`config.mk`:
```
export PLATFORM = sky130hd
export DESIGN_NAME = idec_stage
export DESIGN_NICKNAME = d
export VERILOG_FILES = /design/src/rtl/idec_stage.sv
export SDC_FILE = /design/constraint.sdc
export NUM_CORES = 1
export LEC_CHECK = 0
export ABC_AREA = 1
export CAP_MARGIN = 20
export CORE_MARGIN = 2
export CORE_UTILIZATION = 50
export DETAILED_ROUTE_END_ITERATION = 12
export GPL_TIMING_DRIVEN = 0
export PLACE_DENSITY = 0.73
export SYNTH_ARGS = -nofsm -noshare
export SYNTH_HDL_FRONTEND = slang
export SYNTH_SLANG_ARGS = --single-unit
```
`constraint.sdc`:
```
create_clock -name clk -period 6.8 [get_ports clk]
set_input_delay 1.7 -clock clk [delete_from_list [all_inputs] [get_ports clk]]
set_output_delay 1.7 -clock clk [all_outputs]
set_load 0.02 [all_outputs]
```
`src/rtl/idec_stage.sv`:
```
// Instruction-decode stage: DEPTH-entry fetch queue feeding a registered decoded-op bundle,
// with branch flush and a load-use interlock that holds dependent consumers for LOAD_LAT cycles.
module idec_stage #(
  parameter int DATA_W   = 32,
  parameter int REG_AW   = 4,
  parameter int DEPTH    = 4,
  parameter int LOAD_LAT = 1
) (
  input  logic                     clk,
  input  logic                     rst,
  input  logic                     flush,
  input  logic                     fetch_valid,
  input  logic [DATA_W-1:0]        fetch_instr,
  input  logic [DATA_W-1:0]        fetch_pc,
  output logic                     fetch_ready,
  output logic                     dec_valid,
  input  logic                     dec_ready,
  output logic [DATA_W-1:0]        dec_pc,
  output logic [REG_AW-1:0]        dec_rn,
  output logic [REG_AW-1:0]        dec_rd,
  output logic [REG_AW-1:0]        dec_rm,
  output logic [3:0]               dec_alu_op,
  output logic                     dec_set_flags,
  output logic                     dec_reg_we,
  output logic                     dec_mem_we,
  output logic                     dec_is_load,
  output logic                     dec_ib,
  output logic                     dec_bl,
  output logic [DATA_W-1:0]        dec_bv,
  output logic                     dec_uses_rm,
  output logic [$clog2(DEPTH):0]   q_count
);

  localparam int AW = $clog2(DEPTH);
  localparam int CW = AW + 1;
  localparam int LW = (LOAD_LAT > 1) ? $clog2(LOAD_LAT + 1) : 1;

  typedef struct packed {
    logic [DATA_W-1:0] pc;
    logic [REG_AW-1:0] rn;
    logic [REG_AW-1:0] rd;
    logic [REG_AW-1:0] rm;
    logic [3:0]        alu_op;
    logic              set_flags;
    logic              reg_we;
    logic              mem_we;
    logic              is_load;
    logic              ib;
    logic              bl;
    logic [DATA_W-1:0] bv;
    logic              uses_rm;
  } dec_t;

  // Handshake: a transfer happens on a side exactly when valid and ready are both high at
  // the rising edge; the producer holds its payload stable until that edge.
  logic [DATA_W-1:0] r_q_instr [DEPTH];
  logic [DATA_W-1:0] r_q_pc    [DEPTH];
  logic [AW-1:0]     r_wr_ptr;
  logic [AW-1:0]     r_rd_ptr;
  logic [CW-1:0]     r_count;
  logic              r_dec_valid;
  dec_t              r_dec;
  logic [LW-1:0]     r_hz_cnt;
  logic [REG_AW-1:0] r_ld_rd;

  logic [DATA_W-1:0] w_instr;
  logic              w_data;
  logic              w_ldstr;
  logic              w_br;
  dec_t              w_dec;
  logic              w_push;
  logic              w_load;
  logic              w_issue_load;
  logic              w_blocked;

  always_comb begin
    w_instr = r_q_instr[r_rd_ptr];
    w_data  = (w_instr[27:26] == 2'b00);
    w_ldstr = (w_instr[27:26] == 2'b01);
    w_br    = (w_instr[27:25] == 3'b101);
    w_dec           = '0;
    w_dec.pc        = r_q_pc[r_rd_ptr];
    w_dec.rn        = REG_AW'(w_instr[19:16]);
    w_dec.rd        = (w_br && w_instr[24]) ? REG_AW'(14) : REG_AW'(w_instr[15:12]);
    w_dec.rm        = REG_AW'(w_instr[3:0]);
    w_dec.alu_op    = w_instr[24:21];
    w_dec.set_flags = w_instr[20] & ~w_br;
    w_dec.reg_we    = w_data | (w_ldstr & w_instr[20]) | (w_br & w_instr[24]);
    w_dec.mem_we    = w_ldstr & ~w_instr[20];
    w_dec.is_load   = w_ldstr & w_instr[20];
    w_dec.ib        = w_br;
    w_dec.bl        = w_br & w_instr[24];
    w_dec.bv        = {{(DATA_W-26){w_instr[23]}}, w_instr[23:0], 2'b00};
    w_dec.uses_rm   = (w_data & ~w_instr[25]) | (w_ldstr & w_instr[25]);
  end

  function automatic logic reads_reg(input dec_t d, input logic [REG_AW-1:0] r);
    return (~d.ib & (d.rn == r)) | (d.uses_rm & (d.rm == r)) | (d.mem_we & (d.rd == r));
  endfunction

  // The issue cycle of a load counts as the first held cycle, so the stored counter only
  // covers the remaining LOAD_LAT-1 cycles.
  assign w_issue_load = (LOAD_LAT != 0) && r_dec_valid && dec_ready && r_dec.is_load;
  assign w_blocked    = (w_issue_load && reads_reg(w_dec, r_dec.rd)) ||
                        ((r_hz_cnt != '0) && reads_reg(w_dec, r_ld_rd));

  assign fetch_ready = (r_count < CW'(DEPTH)) & ~rst;
  assign w_push      = fetch_valid & fetch_ready;
  assign w_load      = (r_count != '0) & (~r_dec_valid | dec_ready) & ~w_blocked;

  always_ff @(posedge clk) begin
    if (!rst && !flush && w_push) begin
      r_q_instr[r_wr_ptr] <= fetch_instr;
      r_q_pc[r_wr_ptr]    <= fetch_pc;
    end
  end

  always_ff @(posedge clk) begin
    if (rst) begin
      r_wr_ptr    <= '0;
      r_rd_ptr    <= '0;
      r_count     <= '0;
      r_dec_valid <= 1'b0;
      r_dec       <= '0;
      r_hz_cnt    <= '0;
      r_ld_rd     <= '0;
    end else if (flush) begin
      r_wr_ptr    <= '0;
      r_rd_ptr    <= '0;
      r_count     <= '0;
      r_dec_valid <= 1'b0;
      r_hz_cnt    <= '0;
    end else begin
      if (w_push) r_wr_ptr <= r_wr_ptr + AW'(1);
      if (w_load) r_rd_ptr <= r_rd_ptr + AW'(1);
      r_count <= r_count + CW'(w_push) - CW'(w_load);

      if (w_load) begin
        r_dec       <= w_dec;
        r_dec_valid <= 1'b1;
      end else if (dec_ready) begin
        r_dec_valid <= 1'b0;
      end

      if (w_issue_load) begin
        r_ld_rd  <= r_dec.rd;
        r_hz_cnt <= (LOAD_LAT > 1) ? LW'(LOAD_LAT - 1) : '0;
      end else if (r_hz_cnt != '0) begin
        r_hz_cnt <= r_hz_cnt - LW'(1);
      end
    end
  end

  assign q_count       = r_count;
  assign dec_valid     = r_dec_valid;
  assign dec_pc        = r_dec.pc;
  assign dec_rn        = r_dec.rn;
  assign dec_rd        = r_dec.rd;
  assign dec_rm        = r_dec.rm;
  assign dec_alu_op    = r_dec.alu_op;
  assign dec_set_flags = r_dec.set_flags;
  assign dec_reg_we    = r_dec.reg_we;
  assign dec_mem_we    = r_dec.mem_we;
  assign dec_is_load   = r_dec.is_load;
  assign dec_ib        = r_dec.ib;
  assign dec_bl        = r_dec.bl;
  assign dec_bv        = r_dec.bv;
  assign dec_uses_rm   = r_dec.uses_rm;

endmodule

```
==> results of run 1 <==
-- where the power goes --
group / switching, W / internal [W] / leakage, nW
clock network: 0.000731 / 0.00113 / 0.557
logic: 0.00142 / 0.000990 / 2.95
registers: 0.000176 / 0.00236 / 2.84
-- final timing paths --
kind              cells past startpoint                    start                 endpoint
hold reg to reg                       2  dec_pc[15]$_SDFFE_PP0P_  dec_pc[15]$_SDFFE_PP0P_
setup / recovery                      3                      rst              fetch_ready
setup reg to reg                     19                     flop    q_count[2]$_SDFF_PP0_
hold / removal                        2  dec_pc[15]$_SDFFE_PP0P_  dec_pc[15]$_SDFFE_PP0P_
-- per-stage QoR --
| step | setup slack, ns | std cells | cell area (um^2) | TNS, ns |
|---|---|---|---|---|
| global placement | -1.443 | 1717 | 15130 | -325.78 |
| detailed placement | 1.981 | 1725 | 15330 | 0 |
| CTS | 1.966 | 1786 | 16460 | 0 |
| floorplan | 1.459 | 1228 | 13170 | 0 |
| finish | 1.976 | 1786 | 16460 | 0 |
| global route | 1.907 | 1786 | 16460 | 0 |
-- final cells by class --
| type | instances | share of cell area, % |
|---|---|---|
| tap | 335 | 2.547 |
| multi-input combinational | 727 | 21.18 |
| clock inverter | 14 | 0.8819 |
| clock buffer | 47 | 5.975 |
| sequential | 323 | 53.88 |
| buffer | 84 | 3.003 |
| inverter | 94 | 2.144 |
| timing repair buffer | 162 | 10.38 |
-- flip-flops by register name, indices dropped and copies added (netlist names), 2 cells and up, named ones only --
name and flops:
r_q_pc 128, r_ld_rd 4, dec_bv 15, q_count 3, r_wr_ptr 2, r_rd_ptr 2, dec_rm 3, dec_rd 4
r_q_instr 112, dec_rn 3, dec_alu_op 4, dec_pc 32
-- logic make-up after synthesis --
logic type                 Yosys count
and+or+nand+nor                    557
DFF                                323
buffers and inverters              178
AOI/OAI and AO/OA                  144
xor gates and xnor gates            16
adders and majority gates            7
other                                1
-- cell usage after synthesis (15+ instances only) --
cell        n
o22ai_1    23
o21ai_0    54
nand2_1   257
a32o_1     21
inv_1      89
nor2_1    204
clkbuf_1   28
nand3_1    34
xor2_1     15
edfxtp_1  240
a21oi_1    35
buf_4      25
dfxtp_1    83
nand4_1    34
-- worst reg2reg max path, cell delays in order, from the launching register on --
cell	delay (ns)
dfxtp_1	0.49
buf_4	0.24
buf_2	0.25
nor2_1	0.07
o22ai_1	0.48
nor2_1	0.20
nand2_1	0.11
nor2_1	0.05
nand3_1	0.06
nand2_1	0.09
nand2_2	0.13
nand3_4	0.11
inv_1	0.12
ha_1	0.13
inv_1	0.04
ha_1	0.18
fa_1	0.38
xnor2_1	0.18
xor2_1	0.16
nor2_1	0.05
-- layer usage --
layer / routed length, um / vias to the layer above / GRT usage [%]
met1: 13410 / 4385 / 30.54
met2: 15190 / 389 / 37.49
met3: 2262 / 60 / 3.551
met5: 0 / - / 0
li1: - / 4510 / -
met4: 869 / 0 / 8.733
-- cell usage in the layout (no fill, tap or decap), types with 2 or more instances in the layout --
master	count
xor2_1	15
nand2_4	2
o211ai_1	3
buf_2	11
nand3_1	34
bufinv_16	3
clkbuf_16	37
nor2_2	9
a21oi_1	35
clkbuf_1	36
nand4_1	34
clkinv_1	2
buf_1	11
dfxtp_1	83
o21ai_0	54
o22ai_1	23
nand3_2	2
a32o_1	21
clkdlybuf4s50_1	154
buf_4	25
nor2_1	200
nor2_4	5
clkinv_2	8
nand2_1	257
inv_2	5
nor3_1	2
buf_12	7
conb_1	3
ha_1	6
inv_1	89
nand2_2	10
buf_6	8
edfxtp_1	240
o21ai_1	5
clkbuf_8	2
==> impl_metrics.env, run 1 <==
export IMPL_outcome="completed"
export IMPL_min_period_ns=4.824
export IMPL_fin_util_pct=63.34
export IMPL_cts_tree="built"
export IMPL_cts_hold_buf=0
export IMPL_cts_setup_buffers=0
export IMPL_relSlewSlack_pct=54.23
export IMPL_die_y_um=166.3
export IMPL_cts_buffers=34
export IMPL_cp_top_family="buffers and inverters"
export IMPL_finalSetupViolCount=0
export IMPL_yosys_area_top_type="edfxtp_1"
export IMPL_drive_above_1_share_pct=9.649
export IMPL_nFillCells=2005
export IMPL_fmaxAchievable_mhz=207.3
export IMPL_antenna_cells=0
export IMPL_syn_avg_cell_area_um2=10.74
export IMPL_rsz0062_at_grt="false"
export IMPL_p_per_area_nw_per_um2=413.4
export IMPL_grt_overflow=0
export IMPL_crit_type="primary input to output pin"
export IMPL_initialDrtViolationCount=849
export IMPL_cts_resized=0
export IMPL_gp_congestion=0.8350
export IMPL_htreeDepth=2
export IMPL_grt_pass1_vias=9237
export IMPL_ios=161
export IMPL_area_growth_pct=25.03
export IMPL_fin_crit_sh_pct=70.93
export IMPL_yosys_area_share_simple_pct=17.74
export IMPL_drv_cap=0
export IMPL_yosysWarnings=0
export IMPL_ys_flop_type="edfxtp_1"
export IMPL_synth_cell_types=36
export IMPL_die_w_um=166.3
export IMPL_synth_edff_count=240
export IMPL_clock_path_buffers=3
export IMPL_worstPathArrival_ns=3.12
export IMPL_synth_top_area_share_pct=54.75
export IMPL_crit_fanout=3
export IMPL_syn_inst=1226
export IMPL_path_clk_slew_ns=0.05
export IMPL_tightest_slew_ns=0.6850
export IMPL_ys_ff_latch=323
export IMPL_end_kind="output pin"
export IMPL_wl_per_cell_um=17.77
export IMPL_synth_compound_area_share_pct=6.644
export IMPL_die_area_um2=27640
export IMPL_crit_buf_inv=2
export IMPL_regToRegSetupSlack_ns=3.15
export IMPL_drc_errors=0
export IMPL_drv_slew=0
export IMPL_antenna_found_initial=0
export IMPL_hold_slack_ns=0.4837
export IMPL_initial_core_util_pct=50.66
export IMPL_hold_viol=0
export IMPL_muxShareOfSynthArea_pct=0
export IMPL_dp_hpwl_um=21110
export IMPL_fp_coreArea_um2=25980
export IMPL_rows=59
export IMPL_crit_path_frequent_cell="clkdlybuf4s50_1"
export IMPL_vias_per_cell=5.232
export IMPL_synthArstFlopShare_pct=0
export IMPL_synth_adder_area_share_pct=0.7224
export IMPL_cts_sinks=323
export IMPL_synth_top_family_by_area="simple AND/OR/NAND/NOR gates"
export IMPL_crit_required_ns=5.10
export IMPL_fin_skew_ns=0.01303
export IMPL_insertion_delay_ns=0.51
export IMPL_grt_pass1_wl_um=49070
export IMPL_multiInputGateArea_um2=3486
export IMPL_grt_max_degree=29
export IMPL_crit_slowest_cell="clkdlybuf4s50_1"
export IMPL_ant_nets=0
export IMPL_io_buffers=154
export IMPL_ir_drop_mv=0.3689
export IMPL_regArea_um2=8869
export IMPL_cts_root_buf="clkbuf_16"
export IMPL_drt_pass1_iter_count=5
export IMPL_nets=1502
export IMPL_syn_area_um2=13160
export IMPL_power_total_w=0.006805
export IMPL_vias=9344
export IMPL_startpoint_type="primary input"
export IMPL_min_path_type="flop to flop"
export IMPL_crit_chain="clkdlybuf4s50_1 -> nor2_1 -> clkdlybuf4s50_1"
export IMPL_synthTopCellsByArea="edfxtp_1 (55%), dfxtp_1 (13%), nand2_1 (7.3%)"
export IMPL_critical_path_max_stage_delay_ns=0.67
export IMPL_grt_usage_pct=22.71
export IMPL_ys_seq_area_share_pct=67.37
export IMPL_synth_xor_area_share_pct=1.065
export IMPL_p_leak_nw=6.346
export IMPL_routed_wl_um=31740
Note: power is estimated with default switching activity, not from simulation.
==> run 2: changes to the inputs <==
PLACE_DENSITY = 0.76   (was 0.73)
clock period = 4.2 ns   (was 6.8 ns; I/O delays follow)
==> run 2 against run 1 <==
Compared with the run above:
- via count rose by 1.4%
- core utilization is 0.19 points lower
- sequential power is 62% higher
==> impl_metrics.env, run 2 (synthesis results as in run 1) <==
export IMPL_seqPwrFrac_pct=37.6
export IMPL_relSlewSlack_pct=54.55
export IMPL_rsz0062_at_grt="false"
export IMPL_end_kind="flop"
export IMPL_drv_slew=0
export IMPL_nets=1502
export IMPL_insertion_delay_ns=0.51
export IMPL_crit_slowest_cell="o22ai_1"
export IMPL_layout_commonest_cell="nand2_1"
export IMPL_p_int_w=0.007145
export IMPL_tightest_slew_ns=0.6817
export IMPL_outcome="completed"
export IMPL_finalSetupTns_ns=0
export IMPL_cts_resized=0
export IMPL_grt_pass1_wl_um=49470
export IMPL_min_path_type="flop to flop"
export IMPL_die_w_um=166.3
export IMPL_drive_above_1_share_pct=9.580
export IMPL_stdcell_area_um2=16410
export IMPL_hold_viol=0
export IMPL_place_ws_ns=0.1918
export IMPL_fp_coreArea_um2=25980
export IMPL_worst_slack_ns=0.5175
export IMPL_power_total_w=0.01093
export IMPL_grt_pass1_vias=9345
export IMPL_cp_top_family="simple AND/OR/NAND/NOR gates"
export IMPL_worstPathArrival_ns=4.07
export IMPL_placed_area_um2=15320
export IMPL_critical_path_max_stage_delay_ns=0.52
export IMPL_grt_max_degree=29
export IMPL_cts_tree="built"
export IMPL_mostFrequentLayoutCells="nand2_1 (257), edfxtp_1 (240), nor2_1 (200)"
export IMPL_finalSetupViolCount=0
export IMPL_initialDrtViolationCount=980
export IMPL_htreeDepth=2
export IMPL_die_area_um2=27640
export IMPL_p_per_area_nw_per_um2=666.1
export IMPL_largest_reg_flops=128
export IMPL_cts_setup_buffers=0
export IMPL_antenna_cells=0
export IMPL_crit_chain="buf_4 -> buf_2 -> nor2_1 -> o22ai_1 -> nor2_1 -> nand2_1 -> nor2_1 -> nand3_1 -> nand2_2 -> nand2_4 -> nand3_4 -> inv_1 -> ha_1 -> inv_1 -> ha_1 -> fa_1 -> xnor2_1 -> xor2_1 -> nor2_1"
export IMPL_grt_overflow=0
export IMPL_io_buffers=154
export IMPL_cts_root_buf="clkbuf_16"
export IMPL_vias=9477
export IMPL_drv_cap=0
export IMPL_clock_path_buffers=3
export IMPL_dp_hpwl_um=21380
export IMPL_fmaxAchievable_mhz=271.6
export IMPL_p_leak_nw=6.322
export IMPL_fin_util_pct=63.15
export IMPL_wl_per_cell_um=17.98
export IMPL_initial_core_util_pct=50.66
export IMPL_cts_hold_buf=0
export IMPL_antenna_found_initial=0
export IMPL_drt_pass1_iter_count=5
export IMPL_rows=59
export IMPL_ios=161
export IMPL_fin_skew_ns=0.01924
export IMPL_crit_type="flop to flop"
export IMPL_power_share_combinational_pct=35.8
export IMPL_nFillCells=1973
export IMPL_routed_wl_um=32110
export IMPL_max_flop_register="r_q_pc"
export IMPL_fin_crit_sh_pct=87.68
export IMPL_cts_sinks=323
export IMPL_min_period_ns=3.682
export IMPL_swShare_pct=34.64
export IMPL_die_y_um=166.3
export IMPL_crit_path_frequent_cell="nor2_1"
export IMPL_drc_errors=0
export IMPL_p_clk_share_pct=26.6
export IMPL_grt_usage_pct=22.78
export IMPL_crit_fanout=10
export IMPL_path_clk_slew_ns=0.06
export IMPL_crit_required_ns=4.58
export IMPL_startpoint_type="flop"
export IMPL_p_sw_w=0.003786
export IMPL_gp_congestion=0.8485
export IMPL_area_growth_pct=24.66
export IMPL_crit_buf_inv=4
export IMPL_ant_nets=0
export IMPL_ir_drop_mv=0.4958
export IMPL_cts_buffers=34
export IMPL_vias_per_cell=5.306
-- run 2: cell types whose count changed in the layout (fill, tap and decap cells not counted) --
cell	change
buf_16	-1
clkbuf_8	+2
inv_6	+1
clkinv_1	+4
clkbuf_16	-2
clkbuf_1	-3
buf_12	+1
bufinv_16	-1
clkinv_4	+1
clkinv_2	-2
-- run 2: worst register-to-register path, stage by stage (launching register included) --
cell     delay (ns)
dfxtp_1        0.45
buf_4          0.22
buf_2          0.24
nor2_1         0.07
o22ai_1        0.52
nor2_1         0.23
nand2_1        0.12
nor2_1         0.05
nand3_1        0.09
nand2_2        0.07
nand2_4        0.12
nand3_4        0.11
inv_1          0.12
ha_1           0.14
inv_1          0.05
ha_1           0.19
fa_1           0.38
xnor2_1        0.17
xor2_1         0.17
nor2_1         0.06
-- run 2: through the flow --
stage / cells / hold slack (ns)
global placement: 1717 / 0.4660
finish: 1786 / 0.4774
CTS: 1786 / 0.4862
floorplan: 1228 / 0.5005
global route: 1786 / 0.5094
detailed placement: 1725 / 0.4726
-- run 2: power by group through the flow --
stage          registers [W]  clock network, W  logic [W]
2_1_floorplan        0.00448                 0    0.00203
3_3_place_gp         0.00418                 0    0.00380
3_5_place_dp         0.00417                 0    0.00390
4_1_cts              0.00411           0.00293    0.00392
5_1_grt              0.00415           0.00306    0.00429
6_report             0.00411           0.00291    0.00391
-- run 2: path summary, 6_finish.rpt --
| check | cells after the start | end | slack, ns | startpoint |
|---|---|---|---|---|
| setup / recovery | 19 | q_count[2]$_SDFF_PP0_ | 0.52 | flop |
| setup reg to reg | 19 | q_count[2]$_SDFF_PP0_ | 0.52 | flop |
| hold reg to reg | 2 | dec_pc[16]$_SDFFE_PP0P_ | 0.48 | dec_pc[16]$_SDFFE_PP0P_ |
| hold / removal | 2 | dec_pc[16]$_SDFFE_PP0P_ | 0.48 | dec_pc[16]$_SDFFE_PP0P_ |
-- run 2: layout make-up --
type | count | area (um^2) | area share [%]
clock buffer | 44 | 949.7 | 5.787
buffer | 84 | 494.2 | 3.012
sequential | 323 | 8869 | 54.04
tap | 335 | 419.2 | 2.554
inverter | 94 | 352.8 | 2.150
timing repair buffer | 162 | 1702 | 10.37
multi-input combinational | 727 | 3486 | 21.24
clock inverter | 17 | 137.6 | 0.8387
-- run 2: per-layer routing --
layer  vias to the layer above  global-route usage, %  part of all wire [%]  wire length [um]
met3                        61                  3.956                   6.6              2131
met4                         0                  7.871                   2.8               887
met2                       380                  38.97                    49             15800
li1                       4515                      -                     -                 -
met5                         -                      0                     0                 0
met1                      4521                  29.53                    41             13280
